`src/rtl/oam_dma_bus.sv`:
```
// CPU bus bridge for the 6502 core: derives the CPU clock enable from the system clock,
// passes CPU cycles to the system bus and runs Dendy sprite DMA into the PPU OAM port.
module oam_dma_bus #(
  parameter int          DIV      = 14,
  parameter logic [15:0] DMA_ADDR = 16'h4014,
  parameter logic [15:0] OAM_PORT = 16'h2004
) (
  input  logic        clock,
  input  logic        reset_n,
  input  logic [15:0] cpu_a,
  input  logic [7:0]  cpu_d,
  input  logic        cpu_r,
  input  logic        cpu_w,
  output logic [7:0]  cpu_i,
  output logic        cpu_ce,
  output logic [15:0] bus_a,
  output logic [7:0]  bus_o,
  output logic        bus_r,
  output logic        bus_w,
  input  logic [7:0]  bus_i,
  output logic        dma_busy
);

  localparam int            DW       = (DIV > 1) ? $clog2(DIV) : 1;
  localparam logic [DW-1:0] DIV_LAST = DW'(DIV - 1);

  localparam logic [2:0] IDLE  = 3'd0;
  localparam logic [2:0] HALT  = 3'd1;
  localparam logic [2:0] ALIGN = 3'd2;
  localparam logic [2:0] READ  = 3'd3;
  localparam logic [2:0] WRITE = 3'd4;

  logic [DW-1:0] div_q, div_d;
  logic          cyc_q, cyc_d;
  logic [2:0]    state_q, state_d;
  logic [7:0]    page_q, page_d;
  logic [7:0]    idx_q, idx_d;
  logic [7:0]    latch_q, latch_d;
  logic          tick;

  assign tick     = (div_q == DIV_LAST);
  assign cpu_ce   = tick && (state_q == IDLE);
  assign dma_busy = (state_q != IDLE);
  assign cpu_i    = bus_i;

  // cyc is CPU-cycle parity; it keeps running while the CPU is stalled so the
  // HALT decision knows whether an extra alignment cycle is needed.
  always_comb begin
    div_d   = tick ? '0 : div_q + DW'(1);
    cyc_d   = tick ? ~cyc_q : cyc_q;
    state_d = state_q;
    page_d  = page_q;
    idx_d   = idx_q;
    latch_d = latch_q;
    if (tick) begin
      case (state_q)
        IDLE: begin
          if (cpu_w && (cpu_a == DMA_ADDR)) begin
            page_d  = cpu_d;
            idx_d   = 8'h00;
            state_d = HALT;
          end
        end
        HALT:  state_d = cyc_q ? ALIGN : READ;
        ALIGN: state_d = READ;
        READ: begin
          latch_d = bus_i;
          state_d = WRITE;
        end
        WRITE: begin
          if (idx_q == 8'hFF) begin
            state_d = IDLE;
          end else begin
            idx_d   = idx_q + 8'h01;
            state_d = READ;
          end
        end
        default: state_d = IDLE;
      endcase
    end
  end

  always_ff @(posedge clock) begin
    if (!reset_n) begin
      div_q   <= '0;
      cyc_q   <= 1'b0;
      state_q <= IDLE;
      page_q  <= 8'h00;
      idx_q   <= 8'h00;
      latch_q <= 8'h00;
    end else begin
      div_q   <= div_d;
      cyc_q   <= cyc_d;
      state_q <= state_d;
      page_q  <= page_d;
      idx_q   <= idx_d;
      latch_q <= latch_d;
    end
  end

  // Dummy cycles keep the CPU address on the bus but suppress both strobes.
  always_comb begin
    bus_a = cpu_a;
    bus_o = cpu_d;
    bus_r = cpu_r;
    bus_w = cpu_w;
    case (state_q)
      IDLE: ;
      READ: begin
        bus_a = {page_q, idx_q};
        bus_r = 1'b1;
        bus_w = 1'b0;
      end
      WRITE: begin
        bus_a = OAM_PORT;
        bus_o = latch_q;
        bus_r = 1'b0;
        bus_w = 1'b1;
      end
      default: begin
        bus_r = 1'b0;
        bus_w = 1'b0;
      end
    endcase
  end

endmodule

```
`config.mk`:
```
export PLATFORM = sky130hd
export DESIGN_NAME = oam_dma_bus
export DESIGN_NICKNAME = d
export VERILOG_FILES = /design/src/rtl/oam_dma_bus.sv
export SDC_FILE = /design/constraint.sdc
export NUM_CORES = 1
export LEC_CHECK = 0
export ABC_AREA = 1
export BUFFER_PORTS_ARGS = -buffer_cell sky130_fd_sc_hd__buf_2
export CORE_ASPECT_RATIO = 0.9
export CORE_MARGIN = 8
export CORE_UTILIZATION = 45
export CTS_CLUSTER_DIAMETER = 50
export CTS_CLUSTER_SIZE = 16
export DETAILED_ROUTE_END_ITERATION = 10
export HOLD_SLACK_MARGIN = 0.06
export PLACE_DENSITY_LB_ADDON = 0.1
export SLEW_MARGIN = 0
export SYNTH_ARGS = -nofsm -noshare
export SYNTH_HDL_FRONTEND = slang
export SYNTH_SLANG_ARGS = --single-unit
```
`constraint.sdc`:
```
create_clock -name clock -period 1.6 [get_ports clock]
set_input_delay 0.32 -clock clock [delete_from_list [all_inputs] [get_ports clock]]
set_output_delay 0.32 -clock clock [all_outputs]
set_load 0.02 [all_outputs]
```
==> results of run 1 <==
==> critical path: cells and delay by family, from the launching register on <==
family / cells / cell delay [ns]
compound gates: 1 / 0.07
buf+inv: 3 / 0.36
flops: 1 / 0.38
simple gates: 4 / 0.30
==> flip-flops by register name (all words and copies together), names as in the netlist <==
signal and cells:
state_q 3, cyc_q 1, div_q 4, page_q 8, latch_q 8, idx_q 8
==> power groups by stage <==
| stage | Combinational [mW] | Sequential [mW] | Clock (mW) |
|---|---|---|---|
| 6_report | 0.279 | 0.805 | 0.769 |
| 5_1_grt | 0.300 | 0.805 | 0.821 |
| 4_1_cts | 0.264 | 0.805 | 0.785 |
| 3_5_place_dp | 0.242 | 0.826 | 0 |
| 3_3_place_gp | 0.238 | 0.826 | 0 |
| 2_1_floorplan | 0.143 | 0.826 | 0 |
==> what timing repair did <==
action	4_1_cts	5_1_grt
pin swaps	5	6
buffers inserted	3	2
gates cloned	0	0
resized for setup	49	30
endpoints found under the setup margin	27	29
==> kinds of logic (layout without fill, tap and decap cells) <==
| family | after synthesis | in the layout |
|---|---|---|
| compound gates | 56 | 56 |
| xor+xnor | 1 | 1 |
| fa+ha+maj | 3 | 3 |
| buf+inv | 56 | 138 |
| flops | 32 | 32 |
| simple gates | 152 | 152 |
==> layout make-up <==
cell class / count / area (µm²)
flip-flops and latches: 32 / 649
repair buffers: 89 / 587
multi-input cells: 212 / 1140
well taps: 48 / 60.1
clock buffers: 6 / 72.6
fillers: 388 / 1420
clock inverters: 2 / 35.0
inverters: 41 / 165
==> cell usage in the layout, fill, tap and decap left out, types with 7 or more instances in the layout <==
| master | n |
|---|---|
| dfxtp_1 | 29 |
| nand3_1 | 8 |
| buf_4 | 24 |
| o21ai_1 | 7 |
| nand4_1 | 8 |
| o21ai_0 | 18 |
| a21oi_1 | 16 |
| buf_6 | 13 |
| inv_1 | 33 |
| nand2_1 | 68 |
| nand2_2 | 11 |
| buf_2 | 52 |
| nor2_1 | 39 |
==> metal layers <==
metal	vias up	GRT usage [%]	share of wire [%]
li1	1113	-	-
met1	988	19.9	43
met3	8	4.99	6.4
met2	67	31.2	49
met4	0	5.94	1.2
met5	-	0	0
==> worst paths after layout <==
kind	from	endpoint	slack (ns)
worst max register to register	state_q[0]	page_q[2]	0.08
worst max-delay path	state_q[0]	bus_a[7]	-0.12
worst min register to register	page_q[7]	page_q[7]	0.46
worst min-delay path	bus_i[3]	latch_q[3]	0.27
==> reports/qor.csv, run 1 <==
stage,metric,value,unit
run_status,status,finished with violations,
run_status,failing checks,setup timing,
worst_setup_path,WP data arrival,1.40,ns
logic_synthesis,cell count after synthesis,300,
global_routing,pin count of the biggest net entering global routing,17,
logic_synthesis,Synth Area in Compound Gates,14.9,%
logic_synthesis,Async SR Flop Fraction,0,%
logic_synthesis,"area leader, netlist",dfxtp_1,
logic_synthesis,"count leader, synth",nand2_1,
logic_synthesis,Synth Area in Simple Gates,36.4,%
logic_synthesis,Netlist cell types,27,
placed_design,worst slack at placement,-0.000480,ns
cells_and_area,Post-Route Utilization,65.5,%
die,I/O pins,72,
logic_synthesis,YS warnings,0,
cells_and_area,non-filler instance count after layout,430,
sta,unrepaired setup endpoints after global routing,true,
clock_network,Root Driver,clkbuf_8,
hold_path,min-delay worst type,in2reg,
placed_design,IO Port Bufs,71,
worst_setup_path,WP data required,1.28,ns
sta,minimum clock period,1.72,ns
clock_network,maximum buffer depth of the clock tree,2,
sta,PnR worst setup slack,-0.119,ns
worst_setup_path,Critical Path Max Stage Delay,0.38,ns
global_routing,GRT Total Usage,17.7,%
route,via count,2176,
logic_synthesis,Synth Area in Adders,1.92,%
worst_setup_path,Crit path top cell by count,nor2_4,
hold_path,hold depth,3,
logic_synthesis,mux share of post-synthesis cell area,0,%
placed_design,Detailed Place HPWL,4420,µm
die,DIE AREA,0.00670,mm²
route,# DRC,0,
global_routing,first-pass GRT wire length,9610,µm
die,Die Y-Extent,78.5,µm
logic_synthesis,cell area after synthesis,0.00195,mm²
sta,Setup Skew,0.00478,ns
logic_synthesis,Synth Net Count,339,
clock_network,"Clk pin slew, worst setup/hold paths",0.07,ns
sta,WHS,0.265,ns
power,Pleak,1.34,nW
sta,final hold vios,0,
global_routing,vias in the first global route,2171,
route,Post-DRT Antenna Nets,0,
worst_setup_path,endpoint class of the critical path,primary output,
power,total power,1.85,mW
logic_synthesis,syn_area_per_cell,6.50,µm²
clock_network,cts hold-fix bufs,0,
die,Site Rows,22,
power,Psw,0.471,mW
placed_design,dpl cell area,0.00235,mm²
sta,Worst slew margin,81.4,%
logic_synthesis,Synth top area share,32.8,%
flow_run,max_cap viols,0,
placed_design,RD Place Congestion,0.856,
cells_and_area,area growth from synthesis to layout,38.7,%
logic_synthesis,Seq cells post-synth,32,
sta,crit share post-route,107,%
cells_and_area,post-route cell area,0.00271,mm²
global_routing,gr ovfl total,0,
sta,setup TNS,-2.02,ns
clock_network,clock buffer count from CTS,5,
power,Clock power frac,41.5,%
route,mean number of vias per cell,5.06,
logic_synthesis,number of synthesized flops with an enable pin,0,
worst_setup_path,CP Class,reg2out,
route,Iter 0 DRT Violations,92,
clock_network,H-Tree Level Count,2,
worst_setup_path,"Max stage delay cell, worst path",dfxtp_4,
power,P_int,1.38,mW
power,sequential power share,43.4,%
route,post-DR wirelength/cell,13.9,µm
power,Comb pwr share,15.1,%
power,PD cells,685,mW/mm²
die,initial core utilization,47.2,%
clock_network,TritonCTS clock tree,built,
placed_design,placed cell count,417,
route,final WL,5970,µm
cells_and_area,nets,420,
sta,final-report max-slew violation count,0,
logic_synthesis,xor-xnor portion of the synthesized cell area,0.449,%
logic_synthesis,main combinational cell family by area after synthesis,simple AND/OR/NAND/NOR gates,
sta,f_max,582,MHz
logic_synthesis,largest cells by area after synthesis,"dfxtp_1, nand2_1, nor2_1",
power,VDD IR max,491,µV
route,iteration count of the initial detailed-routing pass,4,
die,core area,0.00413,mm²
sta,worst-margin pin slew,0.276,ns
logic_synthesis,Synth top cells by count,"nand2_1, nor2_1, inv_1",
power,net switching share of the total power,25.4,%
worst_setup_path,CP Max Fanout,6,
logic_synthesis,Post-synth top flop,dfxtp_1,
clock_network,clk_lat worst skew,0.29,ns
cells_and_area,share of layout cells above drive strength 1,37.4,%
worst_setup_path,crit-path cells,"nor2_4, nand2_2, inv_2, nor2_4, buf_6, nand2_1, o21ai_1, buf_4",
logic_synthesis,share of the yosys chip area belonging to registers,32.8,%
cells_and_area,n_diodes,0,
clock_network,# clock sinks,32,
worst_setup_path,Worst R2R Path Depth,9,
worst_setup_path,CP Launch Type,register,
die,DIE WIDTH,85.4,µm
sta,final setup vio count,26,
global_routing,initial antenna violation count,0,
Power figures use the tool's default switching activity.
==> run 2: changes to the inputs <==
Settings changed: REMOVE_ABC_BUFFERS from default to 1.
==> reports/qor.csv, run 2 (synthesis results as in run 1) <==
stage,metric,value,unit
run_status,status,finished with violations,
run_status,failing checks,setup timing,
route,mean number of vias per cell,4.96,
placed_design,IO Port Bufs,71,
cells_and_area,n_diodes,0,
worst_setup_path,worst setup path startpoint,state_q[0],
die,initial core utilization,47.2,%
sta,unrepaired setup endpoints after global routing,true,
die,core area,0.00413,mm²
route,Iter 0 DRT Violations,133,
global_routing,pin count of the biggest net entering global routing,17,
hold_path,min-delay worst type,in2reg,
placed_design,Detailed Place HPWL,4260,µm
power,sequential power share,43.5,%
sta,setup TNS,-2.64,ns
worst_setup_path,CP Launch Type,register,
clock_network,cts hold-fix bufs,0,
worst_setup_path,CP Class,reg2out,
power,Pleak,1.34,nW
worst_setup_path,WP data arrival,1.43,ns
worst_setup_path,R2R Path Start,state_q[0],
power,net switching share of the total power,25.9,%
clock_network,TritonCTS clock tree,built,
global_routing,gr ovfl total,0,
sta,worst-margin pin slew,0.279,ns
route,via count,2126,
route,final WL,5900,µm
die,Die Y-Extent,78.5,µm
cells_and_area,Top Registers,"idx_q x8, latch_q x8, page_q x8",
worst_setup_path,Worst R2R Path Depth,8,
clock_network,# clock sinks,32,
power,VDD IR max,576,µV
sta,Setup Skew,0.00365,ns
placed_design,RD Place Congestion,0.917,
cells_and_area,share of layout cells above drive strength 1,34.9,%
route,post-DR wirelength/cell,13.8,µm
sta,final-report max-slew violation count,0,
sta,f_max,573,MHz
sta,final setup vio count,25,
global_routing,initial antenna violation count,0,
power,Clock power frac,42.3,%
worst_setup_path,reg2reg end,page_q[4],
sta,crit share post-route,109,%
worst_setup_path,Critical Path End,bus_a[9],
route,Post-DRT Antenna Nets,0,
cells_and_area,nets,419,
worst_setup_path,endpoint class of the critical path,primary output,
clock_network,"Clk pin slew, worst setup/hold paths",0.07,ns
clock_network,H-Tree Level Count,2,
flow_run,max_cap viols,0,
die,DIE WIDTH,85.4,µm
die,DIE AREA,0.00670,mm²
sta,PnR worst setup slack,-0.145,ns
power,P_int,1.37,mW
worst_setup_path,WP data required,1.28,ns
cells_and_area,non-filler instance count after layout,429,
die,I/O pins,72,
power,PD cells,696,mW/mm²
power,Psw,0.481,mW
clock_network,clk_lat worst skew,0.29,ns
clock_network,maximum buffer depth of the clock tree,2,
clock_network,Root Driver,clkbuf_8,
route,iteration count of the initial detailed-routing pass,4,
sta,minimum clock period,1.75,ns
cells_and_area,"commonest cells after routing, fill and taps aside","nand2_1, buf_2, nor2_1",
power,Comb pwr share,14.2,%
route,# DRC,0,
clock_network,clock buffer count from CTS,5,
worst_setup_path,"reg-to-reg slack, setup",0,ns
sta,final hold vios,0,
global_routing,first-pass GRT wire length,9600,µm
global_routing,GRT Total Usage,17.8,%
cells_and_area,area growth from synthesis to layout,36.5,%
cells_and_area,"most common cell after layout, fill and taps aside",nand2_1,
worst_setup_path,CP Max Fanout,8,
placed_design,placed cell count,416,
sta,Worst slew margin,81.3,%
die,Site Rows,22,
global_routing,vias in the first global route,2084,
[run 2: critical path, cell delays in order (launching register included)]
cell and delay [ns]:
dfxtp_4 0.38, nor2_4 0.05, nand2_2 0.06, inv_2 0.06
nor2_4 0.13, buf_6 0.16, nand2_1 0.05, o21ai_1 0.08
buf_4 0.16
[run 2: metrics by stage]
stage | instance area, µm² | setup slack [ns] | hold WS [ns] | power (mW) | util (%)
finish | 2660 | -0.145 | 0.264 | 1.85 | 64.5
global route | 2660 | -0.216 | 0.260 | 1.93 | 64.5
CTS | 2580 | -0.146 | 0.256 | 1.86 | 62.5
detailed placement | 2350 | 0.0355 | 0.445 | 1.06 | 56.8
global placement | 2350 | 0.0731 | 0.437 | 1.06 | 56.8
floorplan | 1840 | -0.276 | 0.424 | 0.933 | -
[run 2: area by class of cell]
type	count	area (µm²)
clock inverter	3	42.5
tap	48	60.1
timing repair buffer	87	546
inverter	41	170
multi-input combinational	213	1120
sequential	32	651
fill	401	1470
clock buffer	5	68.8
[run 2: power by group through the flow]
stage,Sequential [mW],Combinational (mW),Clock [mW]
final,0.806,0.263,0.784
after CTS,0.805,0.254,0.804
after detailed placement,0.827,0.236,0
after global placement,0.827,0.237,0
after floorplan,0.826,0.106,0
after global routing,0.806,0.285,0.841
[run 2: how the worst min path moves through the flow]
stage	startpoint	endpoint	slack, ns	cells past startpoint
2_1_floorplan	page_q[0]	page_q[0]	0.42	2
4_1_cts	bus_i[2]	latch_q[2]	0.26	3
6_report	bus_i[6]	latch_q[6]	0.26	3
3_5_place_dp	page_q[4]	page_q[4]	0.45	2
5_1_grt	bus_i[5]	latch_q[5]	0.26	3
3_3_place_gp	page_q[4]	page_q[4]	0.44	2
[run 2: what timing repair did]
action / 4_1_cts / 5_1_grt
gates resized for setup: 47 / 22
setup endpoints to repair: 26 / 39
buffers inserted: 2 / 3
gates cloned: 0 / 1
pin swaps: 3 / 5
[run 2: metal layers]
metal / part of all wire (%) / global-route usage (%) / wire length, µm
met2: 47 / 29.3 / 2800
met4: 1.3 / 6.82 / 74
met3: 5.2 / 5.41 / 309
met1: 46 / 21.3 / 2720
met5: 0 / 0 / 0
